`config.mk`:
```
export PLATFORM = sky130hd
export DESIGN_NAME = alarm_trigger
export DESIGN_NICKNAME = d
export VERILOG_FILES = /design/src/rtl/alarm_trigger.sv
export SDC_FILE = /design/constraint.sdc
export NUM_CORES = 1
export LEC_CHECK = 0
export ABC_CLOCK_PERIOD_IN_PS = 2700
export CAP_MARGIN = 10
export CORE_ASPECT_RATIO = 0.9
export CORE_UTILIZATION = 39
export DETAILED_ROUTE_END_ITERATION = 7
export PLACE_DENSITY = 0.78
export SLEW_MARGIN = 10
export SYNTH_ARGS = -nofsm -noshare
export SYNTH_HDL_FRONTEND = slang
export SYNTH_SLANG_ARGS = --single-unit
```
`constraint.sdc`:
```
create_clock -name clk -period 2.7 [get_ports clk]
set_clock_uncertainty 0.2 [all_clocks]
set_input_delay 0.81 -clock clk [delete_from_list [all_inputs] [get_ports clk]]
set_output_delay 0.81 -clock clk [all_outputs]
set_load 0.01 [all_outputs]
```
`src/rtl/alarm_trigger.sv`:
```
// alarm_trigger: holds the armed flag, detects the once-per-second alarm match
// and runs the ring / snooze / stop state machine that drives the buzzer.
// Optional feature macro: ALARM_SNOOZE_EN. When it is undefined, the snooze
// state and its countdown are not built and snooze_button is ignored.
module alarm_trigger #(
    parameter int RING_SECONDS   = 60,
    parameter int SNOOZE_SECONDS = 300,
    parameter int MAX_SNOOZE     = 3,
    localparam int SC_W = (MAX_SNOOZE > 0) ? $clog2(MAX_SNOOZE + 1) : 1
) (
    input  logic            clk,
    input  logic            rst,
    input  logic            sec_tick,
    input  logic [4:0]      cur_hours,
    input  logic [5:0]      cur_minutes,
    input  logic [5:0]      cur_seconds,
    input  logic [4:0]      alarm_hours,
    input  logic [5:0]      alarm_minutes,
    input  logic            on_off_alarm,
    input  logic            ack_flag,
    input  logic            stop_button,
    input  logic            snooze_button,
    output logic            armed,
    output logic            buzzer,
    output logic            ringing,
    output logic            snoozing,
    output logic [SC_W-1:0] snooze_count
);

    localparam int RC_W = (RING_SECONDS > 1) ? $clog2(RING_SECONDS) : 1;
    localparam logic [RC_W-1:0] RING_LAST = RC_W'(RING_SECONDS - 1);
    localparam logic [SC_W-1:0] MAX_SC    = SC_W'(MAX_SNOOZE);

    typedef enum logic [1:0] {
        ST_IDLE    = 2'd0,
`ifdef ALARM_SNOOZE_EN
        ST_RINGING = 2'd1,
        ST_SNOOZE  = 2'd2
`else
        ST_RINGING = 2'd1
`endif
    } state_t;

    state_t            state_reg, state_next;
    logic [RC_W-1:0]   ring_cnt_reg, ring_cnt_next;
    logic              beep_phase_reg, beep_phase_next;
    logic [SC_W-1:0]   snooze_count_reg, snooze_count_next;
    logic              armed_reg, armed_next;
    logic              on_off_d_reg;
    logic              buzzer_reg;

`ifdef ALARM_SNOOZE_EN
    localparam int SZ_W = $clog2(SNOOZE_SECONDS + 1);
    localparam logic [SZ_W-1:0] SNZ_LOAD = SZ_W'(SNOOZE_SECONDS);
    logic [SZ_W-1:0]   snz_cnt_reg, snz_cnt_next;
`else
    // Without snooze hardware these inputs have no load.
    logic unused_snooze;
    assign unused_snooze = snooze_button ^ (SNOOZE_SECONDS > 0);
`endif

    logic toggle;
    logic disarm;
    logic time_match;
    logic match;

    // Arm toggling on the rising edge of the setting stage's request level,
    // and the per-second alarm match (out-of-range alarm times never match).
    always_comb begin
        toggle     = on_off_alarm & ~on_off_d_reg;
        armed_next = armed_reg ^ toggle;
        disarm     = armed_reg & toggle;
        time_match = (cur_hours == alarm_hours) && (cur_minutes == alarm_minutes) &&
                     (cur_seconds == 6'd0) && (alarm_hours <= 5'd23) &&
                     (alarm_minutes <= 6'd59);
        match      = sec_tick & armed_reg & ~ack_flag & time_match;
    end

    // Next-state logic; disarm overrides everything, then stop, snooze, tick.
    always_comb begin
        state_next        = state_reg;
        ring_cnt_next     = ring_cnt_reg;
        beep_phase_next   = beep_phase_reg;
        snooze_count_next = snooze_count_reg;
`ifdef ALARM_SNOOZE_EN
        snz_cnt_next      = snz_cnt_reg;
`endif
        if (disarm) begin
            state_next        = ST_IDLE;
            snooze_count_next = '0;
        end else begin
            case (state_reg)
                ST_IDLE: begin
                    if (match) begin
                        state_next        = ST_RINGING;
                        ring_cnt_next     = '0;
                        beep_phase_next   = 1'b1;
                        snooze_count_next = '0;
                    end
                end
                ST_RINGING: begin
                    if (stop_button) begin
                        state_next        = ST_IDLE;
                        snooze_count_next = '0;
`ifdef ALARM_SNOOZE_EN
                    end else if (snooze_button && (snooze_count_reg < MAX_SC)) begin
                        state_next        = ST_SNOOZE;
                        snooze_count_next = snooze_count_reg + 1'b1;
                        snz_cnt_next      = SNZ_LOAD;
`endif
                    end else if (sec_tick) begin
                        // Exit on the tick that would complete RING_SECONDS ticks.
                        if (ring_cnt_reg == RING_LAST) begin
                            state_next        = ST_IDLE;
                            snooze_count_next = '0;
                        end else begin
                            ring_cnt_next   = ring_cnt_reg + 1'b1;
                            beep_phase_next = ~beep_phase_reg;
                        end
                    end
                end
`ifdef ALARM_SNOOZE_EN
                ST_SNOOZE: begin
                    if (stop_button) begin
                        state_next        = ST_IDLE;
                        snooze_count_next = '0;
                    end else if (sec_tick) begin
                        if (snz_cnt_reg <= SZ_W'(1)) begin
                            state_next      = ST_RINGING;
                            ring_cnt_next   = '0;
                            beep_phase_next = 1'b1;
                            snz_cnt_next    = '0;
                        end else begin
                            snz_cnt_next = snz_cnt_reg - 1'b1;
                        end
                    end
                end
`endif
                default: begin
                    state_next        = ST_IDLE;
                    snooze_count_next = '0;
                end
            endcase
        end
    end

    // State, counters and the registered buzzer drive.
    always_ff @(posedge clk or negedge rst) begin
        if (!rst) begin
            state_reg        <= ST_IDLE;
            ring_cnt_reg     <= '0;
            beep_phase_reg   <= 1'b0;
            snooze_count_reg <= '0;
            armed_reg        <= 1'b0;
            on_off_d_reg     <= 1'b0;
            buzzer_reg       <= 1'b0;
        end else begin
            state_reg        <= state_next;
            ring_cnt_reg     <= ring_cnt_next;
            beep_phase_reg   <= beep_phase_next;
            snooze_count_reg <= snooze_count_next;
            armed_reg        <= armed_next;
            on_off_d_reg     <= on_off_alarm;
            buzzer_reg       <= (state_next == ST_RINGING) & beep_phase_next;
        end
    end

`ifdef ALARM_SNOOZE_EN
    // Snooze countdown register.
    always_ff @(posedge clk or negedge rst) begin
        if (!rst) begin
            snz_cnt_reg <= '0;
        end else begin
            snz_cnt_reg <= snz_cnt_next;
        end
    end

    assign snoozing     = (state_reg == ST_SNOOZE);
    assign snooze_count = snooze_count_reg;
`else
    assign snoozing     = 1'b0;
    assign snooze_count = snooze_count_reg;
`endif

    assign armed   = armed_reg;
    assign buzzer  = buzzer_reg;
    assign ringing = (state_reg == ST_RINGING);

endmodule
```
==> metrics.md <==
| Metric | Value |
|---|---|
| Top-area cell type share of the netlist area | 0.364 |
| Max reg flops | 6 |
| Status | completed |
| CTS H-Tree Depth | 1 |
| Period minus WS final | 2.59 ns |
| Final wirelength | 1.91 mm |
| Leakage | 0.530 nW |
| Vias per cell | 5.28 |
| Synthesis Warnings | 0 |
| Pint | 0.322 mW |
| Synthesized area per cell | 9.07 um^2 |
| Final Cycle Share | 0.961 |
| Worst slew pin tran | 0.513 ns |
| Num CTS Buffers | 3 |
| Overall power | 0.433 mW |
| Share of cells above drive strength 1 | 0.0752 |
| First-pass GRT wire length | 3.18 mm |
| Bufs and invs on worst path | 1 |
| Setup WS pre-CTS | -0.318 ns |
| DIE AREA | 2310 um^2 |
| ANT cells | 0 |
| Post-route DRC | 0 |
| Critical setup path kind | in -> reg |
| Post-layout util | 0.651 |
| Area Growth Syn to Fin | 53.8% |
| Arr. time, crit path | 2.59 ns |
| # rows | 15 |
| Initial core utilization | 0.423 |
| Worst hold path type | reg -> reg |
| Final setup viols | 0 |
| Worst EP required | 2.70 ns |
| Switching share of total power | 0.255 |
| Vias | 834 |
| Worst slew margin | 0.657 |
| Cell taking the most area after synthesis | dfrtp_1 |
| Worst-case clock buffer depth | 2 |
| Max Slew Vio Count | 0 |
| Crit path cell chain | dlygate4sd2_1 > or4b_4 > nor4b_4 > nand4b_1 > or3b_1 > a21oi_1 |
| Setup tns final | 0 ns |
| Grt total ovfl | 0 |
| Slowest stage cell on the critical path | or4b_4 |
| Final Cell Area | 1270 um^2 |
| Clk_lat worst skew | 0.27 ns |
| Final hold vios | 0 |
| VDD IR max | 0.262 mV |
| Dpl cells | 155 |
| Drt wl/cell | 12.1 um |
| Die X-Extent | 50.5 um |
| Crit end category | flip-flop |
| Most frequent cell after synthesis | dfrtp_1 |
| Cells after Synth | 91 |
| Netlist cell types | 37 |
| Final worst slack | 0.105 ns |
| # Post-CTS Setup Buffers | 0 |
| Final Non-Filler Cells | 158 |
| Logic pwr share | 0.301 |
| Placed cell area | 1230 um^2 |
| Clk sink count | 12 |
| Final HPWL DP | 1.58 mm |
| Worst-path clk slew | 0.07 ns |
| Largest net degree at the start of global routing | 13 |
| Initial antenna violation count | 0 |
| PortBufs | 36 |
| Setup crit start kind | input port |
| Fin nets | 172 |
| Seq pwr share | 0.452 |
| Clock power share | 0.247 |
| Fmax | 385 MHz |
| 1st-iter DRT viols | 9 |
| Largest delay contributor family on the critical path | simple AND/OR/NAND/NOR gates |
| Prevailing post-synth register cell | dfrtp_1 |
| CTS tree | yes |
| Vias in the first global route | 796 |
| Unrepaired setup endpoints after global routing | no |
| Core area | 1950 um^2 |
| Async S/R FF share, synth | 1.00 |
| Post-synth EDFFs | 0 |
| Antenna viol nets, final | 0 |
| First-pass iteration count of the detailed router | 4 |
| CP Max Fanout | 2 |
| Max stage delay on crit path | 0.54 ns |
| Die span in y | 45.7 um |
| Seq/Total Area, Yosys | 0.364 |
| # IOs | 41 |
| Cell area after synthesis | 826 um^2 |
| PwrDens | 341 nW/um^2 |
| Largest cells by area after synthesis | dfrtp_1 (36%), xnor2_1 (6.4%), a21oi_1 (4.8%) |
| Tot GR Track Use | 0.192 |
| GP Congestion | 0.874 |
| Yosys reg bits | 12 |
| Switching power total | 0.111 mW |
| Worst hold slack | 0.316 ns |
| Max Cap Viol | 0 |
| Post-synth top cells | dfrtp_1 (12), a21oi_1 (8), nor2_1 (7), xnor2_1 (6), nand2_1 (5) |
| Clock root buffer | clkbuf_4 |
-- what timing repair did --
| action | 4_1_cts | 5_1_grt |
|---|---|---|
| pin swaps | 5 | 0 |
| hold buffers | 0 | 0 |
| gates cloned | 0 | 0 |
| gates resized for setup | 5 | 2 |
| setup endpoints to repair | 2 | 2 |
-- area by class of cell --
type / instances / area, um^2
flip-flops and latches: 12 / 300
repair buffers: 40 / 387
multi-input cells: 75 / 518
fillers: 167 / 682
well taps: 25 / 31.3
clock buffers: 3 / 22.5
inverters: 3 / 11.3
-- layer usage --
metal  global-route usage  part of all wire
met4                0.133             0.029
met5                    0                 0
met2                0.341              0.50
met3               0.0367             0.079
met1                0.210              0.40
-- power groups by stage --
stage,clock (mW),sequential (mW),combinational [mW]
5_1_grt,0.123,0.198,0.143
3_3_place_gp,0,0.200,0.124
4_1_cts,0.109,0.197,0.130
3_5_place_dp,0,0.200,0.127
2_1_floorplan,0,0.202,0.0422
6_report,0.107,0.196,0.130
-- kinds of logic after synthesis --
group | share of synthesized area
muxes | 0.0121
buffers and inverters | 0.0454
adders and majority gates | 0.0303
and+or+nand+nor | 0.265
xor gates and xnor gates | 0.106
other | 0.00454
AOI/OAI and AO/OA | 0.173
DFF | 0.364
-- placed cells by master, fill, tap and decap left out, types with 2 or more instances in the layout --
master | synthesis | final
a21oi_1 | 8 | 8
buf_4 | 3 | 4
clkbuf_4 | 0 | 3
clkdlybuf4s50_1 | 0 | 33
conb_1 | 1 | 4
dfrtp_1 | 12 | 12
dlygate4sd2_1 | 0 | 3
ha_1 | 2 | 2
inv_1 | 3 | 3
nand2_1 | 5 | 5
nand2b_1 | 2 | 2
nand3_1 | 3 | 3
nand4_1 | 2 | 2
nor2_1 | 7 | 7
nor2b_1 | 3 | 3
nor3_1 | 4 | 4
nor3b_1 | 2 | 2
o211a_1 | 2 | 2
o21ai_1 | 2 | 2
xnor2_1 | 6 | 6
xor2_1 | 4 | 4
-- worst paths after layout --
path                                             startpoint                           to  slack, ns  cells past startpoint
worst max-delay path                         cur_seconds[3]       state_reg[0]$_DFF_PN0_       0.11                      6
min in group asynchronous                               rst       state_reg[0]$_DFF_PN0_       0.68                      1
worst min register to register  ring_cnt_reg[5]$_DFFE_PN0P_  ring_cnt_reg[5]$_DFFE_PN0P_       0.32                      1
worst max register to register              armed$_DFF_PN0_       state_reg[0]$_DFF_PN0_       0.56                      5
max in group asynchronous                               rst  ring_cnt_reg[4]$_DFFE_PN0P_       1.28                      1
worst min-delay path            ring_cnt_reg[5]$_DFFE_PN0P_  ring_cnt_reg[5]$_DFFE_PN0P_       0.32                      1
-- worst register-to-register path, cell delays in order (launching register included) --
cell	delay (ns)
dfrtp_1	0.37
or4b_4	0.48
nor4b_4	0.30
nand4b_1	0.14
or3b_1	0.43
a21oi_1	0.14
No activity file was read; power rests on OpenSTA's default activity.
==> RTL change, RTL diff (same flow settings) <==
`MAX_SNOOZE`: 3 -> 6.
--- a/src/rtl/alarm_trigger.sv
+++ b/src/rtl/alarm_trigger.sv
@@ -6,5 +6,5 @@
     parameter int RING_SECONDS   = 60,
     parameter int SNOOZE_SECONDS = 300,
-    parameter int MAX_SNOOZE     = 3,
+    parameter int MAX_SNOOZE     = 6,
     localparam int SC_W = (MAX_SNOOZE > 0) ? $clog2(MAX_SNOOZE + 1) : 1
 ) (
Interface: changed (resized snooze_count); port bits go from 41 to 42. The function was not compared with the original's and may differ.
==> RTL change against the original RTL <==
- non-clock buffer count grew 2
- worst setup slack worse by 0.026 ns
- critical path depth unchanged
- final area is 3.3% higher
- clock power rose by 31%
- synthesized area rose by 0.91%
- fmax decreased by 1.0%
- critical endpoint unchanged
- sequential cell count is the same
- synthesized cell count grew 1.1%
- total power is 8.2% higher
- routed wire length increased by 5.8%
- count of clock-buffer cells in the layout increased by 1
==> RTL change: results (changes against the original RTL) <==
<table>
<tr><th>Metric</th><th>Value</th></tr>
<tr><th colspan="2">Outcome</th></tr>
<tr><td>Outcome</td><td>completed (unchanged)</td></tr>
<tr><th colspan="2">Detailed routing</th></tr>
<tr><td>Routed Wire Length</td><td>2023 um (was 1913 um)</td></tr>
<tr><td>Met3 Routed Length</td><td>56 um (was 152 um)</td></tr>
<tr><td>Max layer used</td><td>met4 (unchanged)</td></tr>
<tr><td>Total met2 wirelength after detailed routing</td><td>1035 um (was 947 um)</td></tr>
<tr><td>Total vias in the final route</td><td>837 (was 834)</td></tr>
<tr><td>Wire length on met1</td><td>911 um (was 757 um)</td></tr>
<tr><td>Detailed router's first-iteration violation count</td><td>13 (was 9)</td></tr>
<tr><th colspan="2">Global routing</th></tr>
<tr><td>Wire length of the first global-routing pass</td><td>3263 um (was 3180 um)</td></tr>
<tr><td>Maximum number of pins on one net before global-route repair</td><td>13 (unchanged)</td></tr>
<tr><td>Via count of the first global-routing pass</td><td>770 (was 796)</td></tr>
<tr><th colspan="2">Power and ir drop</th></tr>
<tr><td>Static leakage power</td><td>0.0005551 uW (was 0.0005297 uW)</td></tr>
<tr><td>IR drop worst, VDD</td><td>0.3103 mV (was 0.2619 mV)</td></tr>
<tr><th colspan="2">Synth</th></tr>
<tr><td>Top cells by area in the synthesized netlist</td><td>sky130_fd_sc_hd__dfrtp_1 (36%), sky130_fd_sc_hd__xnor2_1 (6.3%), sky130_fd_sc_hd__a21oi_1 (4.8%) (was sky130_fd_sc_hd__dfrtp_1 (36%), sky130_fd_sc_hd__xnor2_1 (6.4%), sky130_fd_sc_hd__a21oi_1 (4.8%))</td></tr>
<tr><td>Sequential-to-total area share from yosys stat</td><td>0.3604 (was 0.3636)</td></tr>
<tr><th colspan="2">Finish</th></tr>
<tr><td>Final-stage net count</td><td>175 (was 172)</td></tr>
<tr><td>Share of post-route cells with drive strength above 1</td><td>0.1168 (was 0.07519)</td></tr>
<tr><td>Layout fillers</td><td>166 (was 167)</td></tr>
<tr><th colspan="2">Place</th></tr>
<tr><td>Post-place setup slack</td><td>-0.3517 ns (was -0.3178 ns)</td></tr>
<tr><td>Placer's final routability congestion estimate</td><td>0.7926 (was 0.8744)</td></tr>
<tr><td>HPWL after detailed placement</td><td>1692 um (was 1585 um)</td></tr>
<tr><th colspan="2">Setup path</th></tr>
<tr><td>Worst reg2reg path depth</td><td>5 (unchanged)</td></tr>
<tr><td>Delay of the slowest critical-path stage</td><td>~0.55 ns</td></tr>
<tr><th colspan="2">STA</th></tr>
<tr><td>Hold Slack</td><td>0.3030 ns (was 0.3155 ns)</td></tr>
<tr><td>Slew Limit Headroom</td><td>0.6576 (was 0.6568)</td></tr>
</table>
==> RTL change: changes by cell type in the layout (fill, tap and decap cells not counted), sizes merged <==
cell,change
buf,+2
clkbuf,+1
conb,+1
==> RTL change: layer usage <==
metal  vias up  global-route usage
met5         -                   0
met4         0             0.06667
met3         2             0.04000
met2        19              0.3120
met1       394              0.2505
li1        422                   -
==> RTL change: timing repair <==
action / in CTS / in global routing
gates resized for setup: 8 / 2
hold buffers: 0 / 0
endpoints found under the setup margin: 7 / 8
pin swaps: 5 / 1
==> RTL change: cell type report <==
class	count	area (um2)	share of cell area
clock buffer	4	36.28	0.02765
multi-input combinational	76	531.8	0.4051
sequential	12	300.3	0.2288
inverter	3	11.26	0.008580
timing repair buffer	42	401.6	0.3060
tap	25	31.28	0.02383
==> RTL change: cells by family (layout without fill, tap and decap cells) <==
group | after synthesis | in the layout | share of synthesized area
and+or+nand+nor | 37 | 37 | 0.2628
AOI/OAI and AO/OA | 21 | 21 | 0.1712
DFF | 12 | 12 | 0.3604
xor gates and xnor gates | 10 | 10 | 0.1051
buffers and inverters | 8 | 49 | 0.05405
adders and majority gates | 2 | 2 | 0.03003
other | 1 | 5 | 0.004500
muxes | 1 | 1 | 0.01201
==> RTL change: worst reg2reg max path, cell delays in order (launching register included) <==
cell                       delay (ns)
sky130_fd_sc_hd__dfrtp_1         0.38
sky130_fd_sc_hd__or4b_4          0.49
sky130_fd_sc_hd__nor4b_4         0.30
sky130_fd_sc_hd__nand4b_1        0.18
sky130_fd_sc_hd__or3b_4          0.42
sky130_fd_sc_hd__a21oi_1         0.14
==> RTL change: metrics by stage <==
| stage | instance area, um2 | utilization | cells |
|---|---|---|---|
| after detailed placement | 1251 | 0.6349 | 158 |
| after global routing | 1313 | 0.6660 | 162 |
| after floorplan | 848.3 | - | 96 |
| after CTS | 1304 | 0.6616 | 162 |
| final | 1313 | 0.6660 | 162 |
| after global placement | 1251 | 0.6349 | 158 |
==> RTL change: power by group <==
group	switching (uW)	leakage, uW	internal (uW)
Clock	58.2	0.0000210	82.0
Sequential	7.46	0.000156	189
Combinational	49.7	0.000379	82.3
==> RTL change: how the worst max path moves through the flow <==
stage                        start              end  slack (ns)  cells past startpoint
floorplan                 ack_flag     state_reg[0]        0.21                      5
global placement          ack_flag  ring_cnt_reg[0]       -0.31                      7
detailed placement        ack_flag  ring_cnt_reg[0]       -0.35                      7
CTS                 alarm_hours[4]           buzzer        0.05                      6
global route        cur_seconds[3]     state_reg[0]        0.01                      6
finish              cur_seconds[3]     state_reg[0]        0.08                      6
